--- src/rtl/dst_reg_scoreboard.sv ---
// dst_reg_scoreboard
//   Decode-stage hazard controller for the destination-register path.
//   Resolves each issuing instruction's write target (rt / r31 / rd), counts
//   in-flight writes per architectural register and stalls issue while a
//   source operand still has a pending writer.
//
// Configuration macro: SCOREBOARD_FWD_EN
//   defined   : ALU results are forwarded, so only a pending load stalls a
//               reader (load-use); the structural stall is unchanged.
//   undefined : any pending writer stalls a reader.
//
// Ports
//   clk, rst_n                     clock (rising edge), async active-low reset
//   issue_valid                    decode presents an instruction
//   issue_rs/rt/rd [NBITS]         instruction register fields
//   issue_use_rs, issue_use_rt     operand actually read
//   issue_wr                       instruction writes a register
//   issue_sel_reg [2]              00 rt, 01 r31, 10 rd, 11 no write
//   issue_is_load                  instruction is a load
//   wb_valid, wb_reg [NBITS]       write-back retires a write
//   flush                          discard all in-flight tracking
//   stall, issue_ready             combinational issue control
//   busy_vec [NREGS]               registered per-register pending flag
//   err                            sticky overflow/underflow flag
module dst_reg_scoreboard #(
  parameter int NBITS   = 5,
  parameter int NREGS   = 32,
  parameter int CNTBITS = 2
) (
  input  logic               clk,
  input  logic               rst_n,
  input  logic               issue_valid,
  input  logic [NBITS-1:0]   issue_rs,
  input  logic [NBITS-1:0]   issue_rt,
  input  logic [NBITS-1:0]   issue_rd,
  input  logic               issue_use_rs,
  input  logic               issue_use_rt,
  input  logic               issue_wr,
  input  logic [1:0]         issue_sel_reg,
  input  logic               issue_is_load,
  input  logic               wb_valid,
  input  logic [NBITS-1:0]   wb_reg,
  input  logic               flush,
  output logic               stall,
  output logic               issue_ready,
  output logic [NREGS-1:0]   busy_vec,
  output logic               err
);

  logic [CNTBITS-1:0] r_pend [NREGS];
  logic [NREGS-1:0]   r_ld;
  logic [NREGS-1:0]   r_busy;
  logic               r_err;

  logic [NBITS-1:0]   w_dst;
  logic               w_dst_wr;
  logic [CNTBITS-1:0] w_eff_rs;
  logic [CNTBITS-1:0] w_eff_rt;
  logic               w_haz_rs;
  logic               w_haz_rt;
  logic               w_struct;
  logic               w_stall;
  logic               w_ready;
  logic [NREGS-1:0]   w_inc;
  logic [NREGS-1:0]   w_dec;
  logic [CNTBITS-1:0] w_pend_nxt [NREGS];
  logic [NREGS-1:0]   w_ld_nxt;
  logic [NREGS-1:0]   w_busy_nxt;
  logic               w_err_set;

  // Destination decode; register 0 is never tracked.
  always_comb begin
    w_dst = '0;
    unique case (issue_sel_reg)
      2'b00:   w_dst = issue_rt;
      2'b01:   w_dst = '1;
      2'b10:   w_dst = issue_rd;
      default: w_dst = '0;
    endcase
    w_dst_wr = issue_wr && (issue_sel_reg != 2'b11) && (w_dst != '0);
  end

  // Effective count: a same-cycle retire is already visible to decode
  // through the write-through register file.
  always_comb begin
    w_eff_rs = r_pend[issue_rs] - CNTBITS'(wb_valid && (wb_reg == issue_rs) &&
                                           (r_pend[issue_rs] != '0));
    w_eff_rt = r_pend[issue_rt] - CNTBITS'(wb_valid && (wb_reg == issue_rt) &&
                                           (r_pend[issue_rt] != '0));
`ifdef SCOREBOARD_FWD_EN
    w_haz_rs = issue_use_rs && (issue_rs != '0) && (w_eff_rs != '0) && r_ld[issue_rs];
    w_haz_rt = issue_use_rt && (issue_rt != '0) && (w_eff_rt != '0) && r_ld[issue_rt];
`else
    w_haz_rs = issue_use_rs && (issue_rs != '0) && (w_eff_rs != '0);
    w_haz_rt = issue_use_rt && (issue_rt != '0) && (w_eff_rt != '0);
`endif
    w_struct = w_dst_wr && (r_pend[w_dst] == '1);
    w_stall  = rst_n && issue_valid && !flush && (w_haz_rs || w_haz_rt || w_struct);
    w_ready  = rst_n && issue_valid && !flush && !w_stall;
  end

  assign stall       = w_stall;
  assign issue_ready = w_ready;
  assign busy_vec    = r_busy;
  assign err         = r_err;

  // Next-state of the per-register tracking; flush overrides issue/retire.
  always_comb begin
    w_inc      = '0;
    w_dec      = '0;
    w_ld_nxt   = '0;
    w_busy_nxt = '0;
    w_err_set  = 1'b0;
    for (int unsigned r = 0; r < NREGS; r++) w_pend_nxt[r] = '0;
    for (int unsigned r = 1; r < NREGS; r++) begin
      w_inc[r] = w_ready && w_dst_wr && (w_dst == NBITS'(r));
      w_dec[r] = wb_valid && (wb_reg == NBITS'(r)) && (r_pend[r] != '0);
      w_pend_nxt[r] = r_pend[r] + CNTBITS'(w_inc[r]) - CNTBITS'(w_dec[r]);
      w_ld_nxt[r]   = w_inc[r] ? issue_is_load : r_ld[r];
      if (w_pend_nxt[r] == '0) w_ld_nxt[r] = 1'b0;
      if (w_inc[r] && !w_dec[r] && (r_pend[r] == '1)) w_err_set = 1'b1;
      if (flush) begin
        w_pend_nxt[r] = '0;
        w_ld_nxt[r]   = 1'b0;
      end
      w_busy_nxt[r] = (w_pend_nxt[r] != '0);
    end
    if (!flush && wb_valid && (wb_reg != '0) && (r_pend[wb_reg] == '0))
      w_err_set = 1'b1;
  end

  always_ff @(posedge clk or negedge rst_n) begin
    if (!rst_n) begin
      for (int unsigned r = 0; r < NREGS; r++) r_pend[r] <= '0;
      r_ld   <= '0;
      r_busy <= '0;
      r_err  <= 1'b0;
    end else begin
      for (int unsigned r = 0; r < NREGS; r++) r_pend[r] <= w_pend_nxt[r];
      r_ld   <= w_ld_nxt;
      r_busy <= w_busy_nxt;
      r_err  <= r_err | w_err_set;
    end
  end

endmodule

--- config.mk ---
export PLATFORM = sky130hd
export DESIGN_NAME = dst_reg_scoreboard
export DESIGN_NICKNAME = d
export VERILOG_FILES = /design/src/rtl/dst_reg_scoreboard.sv
export SDC_FILE = /design/constraint.sdc
export NUM_CORES = 1
export LEC_CHECK = 0
export ABC_AREA = 1
export ABC_CLOCK_PERIOD_IN_PS = 2700
export CAP_MARGIN = 20
export CELL_PAD_IN_SITES_DETAIL_PLACEMENT = 0
export CELL_PAD_IN_SITES_GLOBAL_PLACEMENT = 1
export CORE_MARGIN = 4
export CORE_UTILIZATION = 43
export DETAILED_ROUTE_END_ITERATION = 7
export GPL_TIMING_DRIVEN = 0
export PLACE_DENSITY_LB_ADDON = 0.1
export SYNTH_ARGS = -nofsm -noshare
export SYNTH_HDL_FRONTEND = slang
export SYNTH_SLANG_ARGS = --single-unit
--- constraint.sdc ---
create_clock -name clk -period 2.7 [get_ports clk]
set_input_delay 0.27 -clock clk [delete_from_list [all_inputs] [get_ports clk]]
set_output_delay 0.27 -clock clk [all_outputs]
set_load 0.05 [all_outputs]
Word-level counts from Yosys, hierarchy flattened
Index checks and enable logic that the tools add are counted.

Output and inout bits: 35. Word-level logic and storage cells: 562. Input port bits: 31. Bits in registers: 94.

Equality and inequality tests: 99. $lt $le $gt $ge: 4. Mux-type cells: 76. Reductions and logical operators: 281. $add $sub $neg: 64. Bitwise gates (word level): 5.

Operators by type and width (count): $logic_and A1 B1 Y1 (174); $eq A5 B5 Y1 const B (32); $reduce_bool A2 Y1 (66); $eq A5 B4 Y1 const B (16); $mux W2 (39); $eq A2 B2 Y1 const B (33); $sub A2 B1 Y2 (33); $add A2 B1 Y2 (31); $bmux W2 S5 (4); $eq A5 B3 Y1 const B (8); $logic_not A1 Y1 (33); $mux W1 (32); $ge A6 B6 Y1 const B (4); $not A5 Y6 (4); $eq A5 B2 Y1 const B (4); $reduce_bool A5 Y1 (4); $pmux W5 S3 (1); $eq A5 B1 Y1 const B (2); $eq A5 B5 Y1 (2); $logic_not A2 Y1 (2); $eq A2 B1 Y1 const B (1); $logic_or A1 B1 Y1 (2); $ne A2 B2 Y1 const B (1); $or A1 B1 Y1 (1).

Longest topological paths before layout
Gate-level depths: netlist of run 1.

Depth in word-level cells: 51. Gate-level depth with buffers: 25. Gate-level depth less buffers: 22.

Worst setup path after synthesis of run 1
OpenSTA, ideal clock, no wires.

Kind: input port to flip-flop. Start point: in issue_rt[0]. End point: reg r_busy[9], in the netlist busy_vec[9]. Stages: 21. Required time: 2567 ps. Buffers on the path: 3. Library setup time: 133 ps. Arrival time: 2509 ps. Setup slack: 58 ps. Path through: buf_2 > inv_2 > nand2_1 > nand2_2 > buf_2 > o21ai_0 > nand2_1 > nand2_1 > nand2_1 > nand2_1 > inv_1 > nand3_1 > nand2_2 > a21oi_4 > buf_4 > nand4_1 > ha_1 > inv_1 > ha_1 > inv_1 > o22ai_1.

Word-level cells in the longest chain between the ends: 20. Elaborated cells between the ends (all ways): 34. Classes of those cells: add/sub (3); eq/ne (3); mux (8); bitwise (2); reduce/logical (18).

RTL lines: start: declaration (line 34) `input logic [NBITS-1:0] issue_rt,`; $not A5 Y6 (not written as such) (line 88, 89); $bmux W2 S5 (line 88, 89); $mux W2 (not written as such) (2 in a row) (line 88, 89); $reduce_bool A2 Y1 (line 89) `(r_pend[issue_rt] != '0));`; $logic_and A1 B1 Y1 (line 88) `w_eff_rt = r_pend[issue_rt] - CNTBITS'(wb_valid && (wb_reg == issue_rt) &&`; $sub A2 B1 Y2 (line 88); $reduce_bool A2 Y1 (line 95) `w_haz_rt = issue_use_rt && (issue_rt != '0) && (w_eff_rt != '0);`; $logic_and A1 B1 Y1 (line 95); [... 4 more ...]; $logic_and A1 B1 Y1 (line 99) `w_ready = rst_n && issue_valid && !flush && !w_stall;`; $logic_and A1 B1 Y1 (line 116) `w_inc[r] = w_ready && w_dst_wr && (w_dst == NBITS'(r));`; $logic_and A1 B1 Y1 (*) (line 116); $add A2 B1 Y2 (*) (line 118) `w_pend_nxt[r] = r_pend[r] + CNTBITS'(w_inc[r]) - CNTBITS'(w_dec[r]);`; $sub A2 B1 Y2 (*) (line 118); $mux W2 (*) (line 122) `if (flush) begin`; $reduce_bool A2 Y1 (*) (line 126) `w_busy_nxt[r] = (w_pend_nxt[r] != '0);`; named net w_busy_nxt[9] (line 68) `logic [NREGS-1:0] w_busy_nxt;`; end signal: assignment (line 141) `r_busy <= w_busy_nxt;`; end: declaration (line 52) `logic [NREGS-1:0] r_busy;`.

The timed path passes the listed nets; every way through them passes the cells marked *. The select of a mux whose other input is x is not followed.

Worst setup path in the final report of run 1
Start point: in issue_sel_reg[1]. End point: reg r_err, in the netlist err.

Word-level cells in the longest chain between the ends: 49. Elaborated cells between the ends (all ways): 176. Classes of those cells: eq/ne (35); mux (36); bitwise (2); reduce/logical (103).

RTL lines: start: declaration (line 39) `input logic [1:0] issue_sel_reg,`; $eq A2 B2 Y1, or another cell as far along (line 74) `unique case (issue_sel_reg)`; $pmux W5 S3 (line 74); $not A5 Y6 (not written as such) (line 97) `w_struct = w_dst_wr && (r_pend[w_dst] == '1);`; $bmux W2 S5 (line 97); $mux W2 (not written as such) (2 in a row) (line 97); $eq A2 B2 Y1 (line 97); $logic_and A1 B1 Y1 (line 97); $logic_or A1 B1 Y1 (line 98) `w_stall = rst_n && issue_valid && !flush && (w_haz_rs || w_haz_rt || w_struct);`; $logic_and A1 B1 Y1 (line 98); $logic_not A1 Y1 (line 99); $logic_and A1 B1 Y1 (line 99); $logic_and A1 B1 Y1 (2 in a row) (line 116); $logic_and A1 B1 Y1 (2 in a row) (line 121) `if (w_inc[r] && !w_dec[r] && (r_pend[r] == '1)) w_err_set = 1'b1;`; $mux W1 (30 in a row) (line 121); $mux W1 (*) (line 121); $mux W1 (*) (line 128) `if (!flush && wb_valid && (wb_reg != '0) && (r_pend[wb_reg] == '0))`; $or A1 B1 Y1 (*) (line 142) `r_err <= r_err | w_err_set;`; end signal: assignment (line 142); end: declaration (line 53) `logic r_err;`.

Every way passes the cells marked *; elsewhere a longest branch is shown, timed or not. The select of a mux whose other input is x is not followed.

==> flow_summary.ini, run 1 <==
[critical_path]
worstSetupStartpointType = input pin
crit_path_max_incr_delay_ns = 0.34
criticalPathCategory = in -> reg
crit_top_cell = buf_12
cp_slowest_cell = nor4_2
cp_top_family = simple AND/OR/NAND/NOR gates
crit_fanout = 7
cp.arrival_ns = 3.23
crit_path_end_kind = flip-flop
r2r_start = r_pend[28]
startpoint = issue_sel_reg[1]
cp.buffers_inverters = 8
crit_chain = buf_12 -> nor2_4 -> inv_4 -> o21ai_4 -> buf_8 -> buf_12 -> nand2_2 -> inv_2 -> a31oi_4 -> buf_4 -> nand4_4 -> buf_8 -> buf_12 -> nor2_1 -> ha_2 -> nand3_2 -> nand4_1 -> nor4_2 -> nand2_1 -> o21bai_1
required_ns = 2.95

[yosys]
syn_avg_cell_area_um2 = 6.249
ys_ff_latch = 94
synth-seq-area-share = 0.2555
synth_cells = 1473
syn_nets = 1597
yosysWarningCount = 0
synth.distinct_cells = 39
synth_area_um2 = 9205

[drt]
first_iter_violations = 1042
wirelength_um = 41490
wire_per_inst_um = 21.56
drc = 0
postRouteAntennaNets = 0
first_pass_iters = 6
vias = 10540
vias_per_cell = 5.478

[layout]
layout_commonest_cell = nand2_1
final_util = 0.6166
fin_area_um2 = 12960
fill_cells = 1985
antenna_cells = 0
final_nets = 1768
layout_common_cells = 284 x nand2_1, 186 x inv_1, 149 x nor2_1, 132 x nand3_1, 81 x buf_4
layout.cells.non_filler = 1924
drive_above_1_share = 0.3420
area_delta_synth_final_pct = 40.82

[power_and_ir_drop]
comb_power_share = 0.288
ir_drop_mv = 0.2807
clockPowerShare = 0.346
p_switching_w = 0.001352
switching_share = 0.3504
p_leak_nw = 6.049
seq_power_share = 0.365
p_per_area_nw_per_um2 = 297.6
p_int_w = 0.002506

[clock_network]
h-tree-depth = 3
clk_latency_ns = 0.36
cts_root_buf = clkbuf_16
clk_pin_slew_ns = 0.08
cts.sinks = 94
cts_tree = done
clk_path_buf_depth = 2
numCtsBuffers = 9

[grt]
antenna_found_initial = 0
grt_use_total = 0.3340
grt_pass1_wl_um = 60390
overflow = 0
grt_max_degree = 49
grt_pass1_vias = 9904

[die]
top_level_ports = 66
die_area_um2 = 23810
rows = 53
floorplan.initialDensity = 0.4379
die_w_um = 154.3
die_y_um = 154.3
coreArea_um2 = 21020

[placed_design]
place_area_um2 = 10130
dp_hpwl_um = 30220
portBuffers = 56
dpl.cell_count = 1805
gp_congestion = 1.001

[timing]
hold_viol = 0
fin_crit_sh = 1.104
setup_viol = 96
worst_pin_slew_ns = 1.009
min_period_ns = 2.980
rsz0062_at_grt = true
max_freq_mhz = 335.5
fin_ws_ns = -0.2802
maxSlewHeadroom = 0.3274
final_max_slew_viol_count = 0
skew_ns = 0.01058

[job]
drv_cap = 0

[hold_path]
hp-class = in -> async

[status]
violations = negative setup slack
status = finished, violations left
[power groups by stage]
stage / sequential, W / combinational, W / clock, W
4_1_cts: 0.00141 / 0.00101 / 0.00135
2_1_floorplan: 0.00144 / 0.000464 / 0
6_report: 0.00141 / 0.00111 / 0.00134
3_5_place_dp: 0.00144 / 0.000765 / 0
5_1_grt: 0.00141 / 0.00118 / 0.00141
3_3_place_gp: 0.00144 / 0.000762 / 0
[timing repair]
action,in CTS,in global routing
setup endpoints to repair,96,96
hold endpoints to repair,27,0
pin swaps,99,118
gates resized for setup,326,256
hold buffers,5,0
gates cloned,3,2
setup buffers,57,38
[worst register-to-register path, delay by kind of cell, from the launching register on]
kind            cells  cell delay, ns
fa+ha+maj           1            0.17
simple gates       15            1.66
compound gates      1            0.17
flops               1            0.44
buf+inv             4            0.44
[flip-flops by register name, indices dropped and copies added, names as in the netlist]
| name | count |
|---|---|
| busy_vec | 31 |
| err | 1 |
| r_pend | 62 |
[kinds of logic (layout without fill, tap and decap cells)]
| group | count (synthesis) | in the layout | share of synthesized area |
|---|---|---|---|
| simple gates | 808 | 808 | 0.3708 |
| flops | 94 | 94 | 0.2555 |
| other cells | 1 | 1 | 0.0004074 |
| buf+inv | 341 | 517 | 0.1467 |
| fa+ha+maj | 93 | 93 | 0.1264 |
| xor+xnor | 31 | 31 | 0.02950 |
| compound gates | 105 | 105 | 0.07068 |
[synth_stat cells]
| master | n | area (µm²) |
|---|---|---|
| a21oi_1 | 29 | 145.1 |
| a21oi_4 | 1 | 16.27 |
| a31oi_1 | 2 | 12.51 |
| a31oi_4 | 1 | 21.27 |
| and2_1 | 2 | 12.51 |
| buf_1 | 6 | 22.52 |
| buf_2 | 20 | 100.1 |
| buf_4 | 6 | 45.04 |
| buf_6 | 3 | 33.78 |
| clkbuf_1 | 22 | 82.58 |
| clkinv_1 | 1 | 3.750 |
| conb_1 | 1 | 3.750 |
| dfrtp_1 | 94 | 2352 |
| ha_1 | 93 | 1164 |
| inv_1 | 278 | 1044 |
| inv_2 | 5 | 18.77 |
| nand2_1 | 364 | 1366 |
| nand2_2 | 3 | 18.77 |
| nand3_1 | 147 | 735.7 |
| nand4_1 | 43 | 269.0 |
| nand4_4 | 1 | 21.27 |
| nor2_1 | 212 | 795.8 |
| nor2_2 | 3 | 18.77 |
| nor2_4 | 1 | 11.26 |
| nor3_1 | 29 | 145.1 |
| nor4_1 | 3 | 18.77 |
| o2111ai_1 | 2 | 17.52 |
| o211ai_1 | 3 | 22.52 |
| o21a_1 | 1 | 7.510 |
| o21ai_0 | 19 | 95.09 |
| o21ai_1 | 2 | 10.01 |
| o21ai_2 | 1 | 8.760 |
| o21ai_4 | 1 | 16.27 |
| o21bai_1 | 1 | 7.510 |
| o221ai_1 | 1 | 8.760 |
| o22a_1 | 1 | 8.760 |
| o22ai_1 | 39 | 244.0 |
| o41ai_1 | 1 | 8.760 |
| xnor2_1 | 31 | 271.5 |
[per-stage QoR]
| step | setup TNS (ns) | power [W] | hold slack [ns] | setup slack (ns) |
|---|---|---|---|---|
| floorplan | 0 | 0.001905 | -0.02559 | 0.05804 |
| global placement | -578.28 | 0.002201 | 0.6494 | -3.925 |
| detailed placement | -120.15 | 0.002203 | 0.2230 | -1.532 |
| CTS | -7.360 | 0.003771 | 0.07346 | -0.2099 |
| global route | -25.54 | 0.003998 | 0.09053 | -0.3951 |
| finish | -10.30 | 0.003858 | 0.06177 | -0.2802 |
[metal layers]
layer / GRT usage / up-vias / wire [µm]
met4: 0.1396 / 0 / 2042
met5: 0 / - / 0
li1: - / 4956 / -
met1: 0.4512 / 4978 / 16970
met3: 0.05176 / 113 / 3366
met2: 0.5341 / 492 / 19110
[path summary, 6_finish.rpt]
path                                    end  slack [ns]  cells after the start
worst min register to register    r_pend[2]        0.71                      3
min in group clk                busy_vec[4]        0.41                      2
worst max register to register          err       -0.27                     21
worst min-delay path             r_pend[41]        0.06                      3
max in group asynchronous        r_pend[35]        1.23                      3
worst max-delay path                    err       -0.28                     20
[area by class of cell]
cell class | instances | area [µm²] | share of cell area
Buffer | 56 | 396.6 | 0.03060
Clock buffer | 10 | 239.0 | 0.01844
Clock inverter | 6 | 67.56 | 0.005212
Inverter | 284 | 1122 | 0.08658
Multi-Input combinational cell | 1038 | 6760 | 0.5215
Sequential cell | 94 | 2410 | 0.1859
Tap cell | 275 | 344.1 | 0.02654
Timing Repair Buffer | 161 | 1623 | 0.1252
No activity file was read; power rests on OpenSTA's default activity.
==> run 2: changes to the inputs <==
- ABC_CLOCK_PERIOD_IN_PS: 2700 -> 3500
- CORE_UTILIZATION: 43 -> 46
- SKIP_LAST_GASP: unset -> 1
- clock period: 2.7 -> 3.5 ns (I/O delays scaled with it)
==> run 2 against run 1 <==
  * The flow now finishes without violations
  * Worst setup slack improved by 0.35 ns
  * Register-to-register slack gained 0.49 ns
  * Cell count shrank 5.3%
  * First-iteration DRC count down 7.5%
  * Sequential power down 23%
  * Final area decreased by 18%
  * Largest power group unchanged
==> flow_summary.ini, run 2 (synthesis gave the netlist of run 1 again) <==
[status]
status = completed

[timing]
setup_viol = 0
skew_ns = 0.01083
hold_slack_ns = 0.4619
hold_viol = 0
maxSlewHeadroom = 0.4500
fin_tns_setup_ns = 0
max_freq_mhz = 291.4
fin_crit_sh = 0.9805
worst_pin_slew_ns = 0.8251
final_max_slew_viol_count = 0
min_period_ns = 3.432
rsz0062_at_grt = true

[placed_design]
gp_congestion = 1.003
dpl.cell_count = 1795
portBuffers = 56
place_area_um2 = 10120
dp_hpwl_um = 29670

[clock_network]
clk_path_buf_depth = 2
cts_root_buf = clkbuf_16
clk_latency_ns = 0.36
numCtsBuffers = 9
clk_pin_slew_ns = 0.07
cts_tree = done
h-tree-depth = 3
cts.sinks = 94

[critical_path]
cp.arrival_ns = 3.63
reg2reg_depth = 22
crit_top_cell = buf_4
worstSetupStartpointType = input pin
crit_path_end_kind = flip-flop
crit_fanout = 10
crit_chain = clkdlybuf4s50_1 -> nor2_2 -> inv_2 -> o21ai_4 -> buf_4 -> buf_4 -> nand2_1 -> a21oi_1 -> nor2_1 -> nand3_1 -> nand2_2 -> a21oi_4 -> buf_4 -> buf_6 -> nand4_1 -> ha_1 -> inv_1 -> ha_1 -> nor2_1 -> o22ai_2
ff2ff_setup_slack_ns = 0.22
crit_path_max_incr_delay_ns = 0.45
startpoint = issue_sel_reg[0]
required_ns = 3.70
criticalPathCategory = in -> reg
r2r-end = err
endpoint = busy_vec[1]
cp_slowest_cell = clkdlybuf4s50_1
r2r_start = r_pend[31]

[drt]
vias_per_cell = 5.509
drc = 0
vias = 10040
wirelength_um = 37920
wire_per_inst_um = 20.81
first_pass_iters = 6
postRouteAntennaNets = 0
first_iter_violations = 964

[layout]
fill_cells = 2109
largest_reg_flops = 62
layout_commonest_cell = nand2_1
antenna_cells = 0
drive_above_1_share = 0.06615
area_delta_synth_final_pct = 15.89
layout.cells.non_filler = 1822
final_nets = 1676
regMostFlops = r_pend
layout_common_cells = 360 x nand2_1, 275 x inv_1, 208 x nor2_1, 145 x nand3_1, 94 x dfrtp_1
fin_area_um2 = 10670

[grt]
antenna_found_initial = 0
grt_pass1_wl_um = 55550
grt_max_degree = 69
overflow = 0
grt_pass1_vias = 9417
grt_use_total = 0.3344

[die]
rows = 51
top_level_ports = 66
floorplan.initialDensity = 0.4699
die_area_um2 = 22340
die_y_um = 149.5
coreArea_um2 = 19590
die_w_um = 149.5

[power_and_ir_drop]
ir_drop_mv = 0.2148
p_per_area_nw_per_um2 = 256.4
total_power_w = 0.002735
p_leak_nw = 5.578

[hold_path]
hp-class = in -> async

[job]
drv_cap = 0
run 2: worst min-delay path by stage:
| stage | endpoint | slack, ns | cells past startpoint |
|---|---|---|---|
| after floorplan | busy_vec[10] | 0.05 | 0 |
| after global placement | r_pend[0] | 0.66 | 3 |
| after detailed placement | r_pend[14] | 0.31 | 1 |
| after CTS | r_pend[14] | 0.48 | 2 |
| after global routing | busy_vec[30] | 0.52 | 2 |
| final | busy_vec[30] | 0.46 | 2 |
run 2: final cells by class:
type	count	area, µm²	area share
Buffer	56	334.1	0.03132
Timing Repair Buffer	69	703.2	0.06592
Tap cell	265	331.6	0.03108
Multi-Input combinational cell	1038	5584	0.5235
Clock buffer	9	225.2	0.02111
Sequential cell	94	2352	0.2205
Clock inverter	7	62.56	0.005864
Inverter	284	1075	0.1008
run 2: stage by stage:
| stage | worst slack [ns] | utilization |
|---|---|---|
| after global routing | -0.1168 | 0.5445 |
| after CTS | -0.004267 | 0.5361 |
| after detailed placement | -0.8874 | 0.5167 |
| after global placement | -3.205 | 0.5154 |
| after floorplan | 0.7750 | - |
| final | 0.06825 | 0.5445 |
run 2: critical path, delay by kind of cell:
kind | cells | cell delay, ns
fa+ha+maj | 2 | 0.47
buf+inv | 7 | 1.28
simple gates | 7 | 0.80
compound gates | 4 | 0.70
run 2: power by group:
| part | internal, W | leakage [nW] | total, W | switching [W] |
|---|---|---|---|---|
| Combinational | 0.000201 | 4.13 | 0.000658 | 0.000457 |
| Clock | 0.000499 | 0.144 | 0.000989 | 0.000490 |
| Sequential | 0.00109 | 1.31 | 0.00109 | 0.00000154 |
run 2: layer usage:
metal  wire length (µm)  track usage  up-vias
met2              16830       0.5231      534
met4               2159       0.1680        0
met5                  0            0        -
li1                   -            -     4776
met1              15690       0.4478     4593
met3               3245      0.05633      134
run 2: what timing repair did:
| item | 4_1_cts | 5_1_grt |
|---|---|---|
| resized for setup | 24 | 51 |
| setup buffers | 4 | 5 |
| cloned | 0 | 2 |
| endpoints found under the setup margin | 91 | 93 |
| hold buffers | 1 | 0 |
| endpoints found under the hold margin | 27 | 0 |
| pin swaps | 2 | 9 |
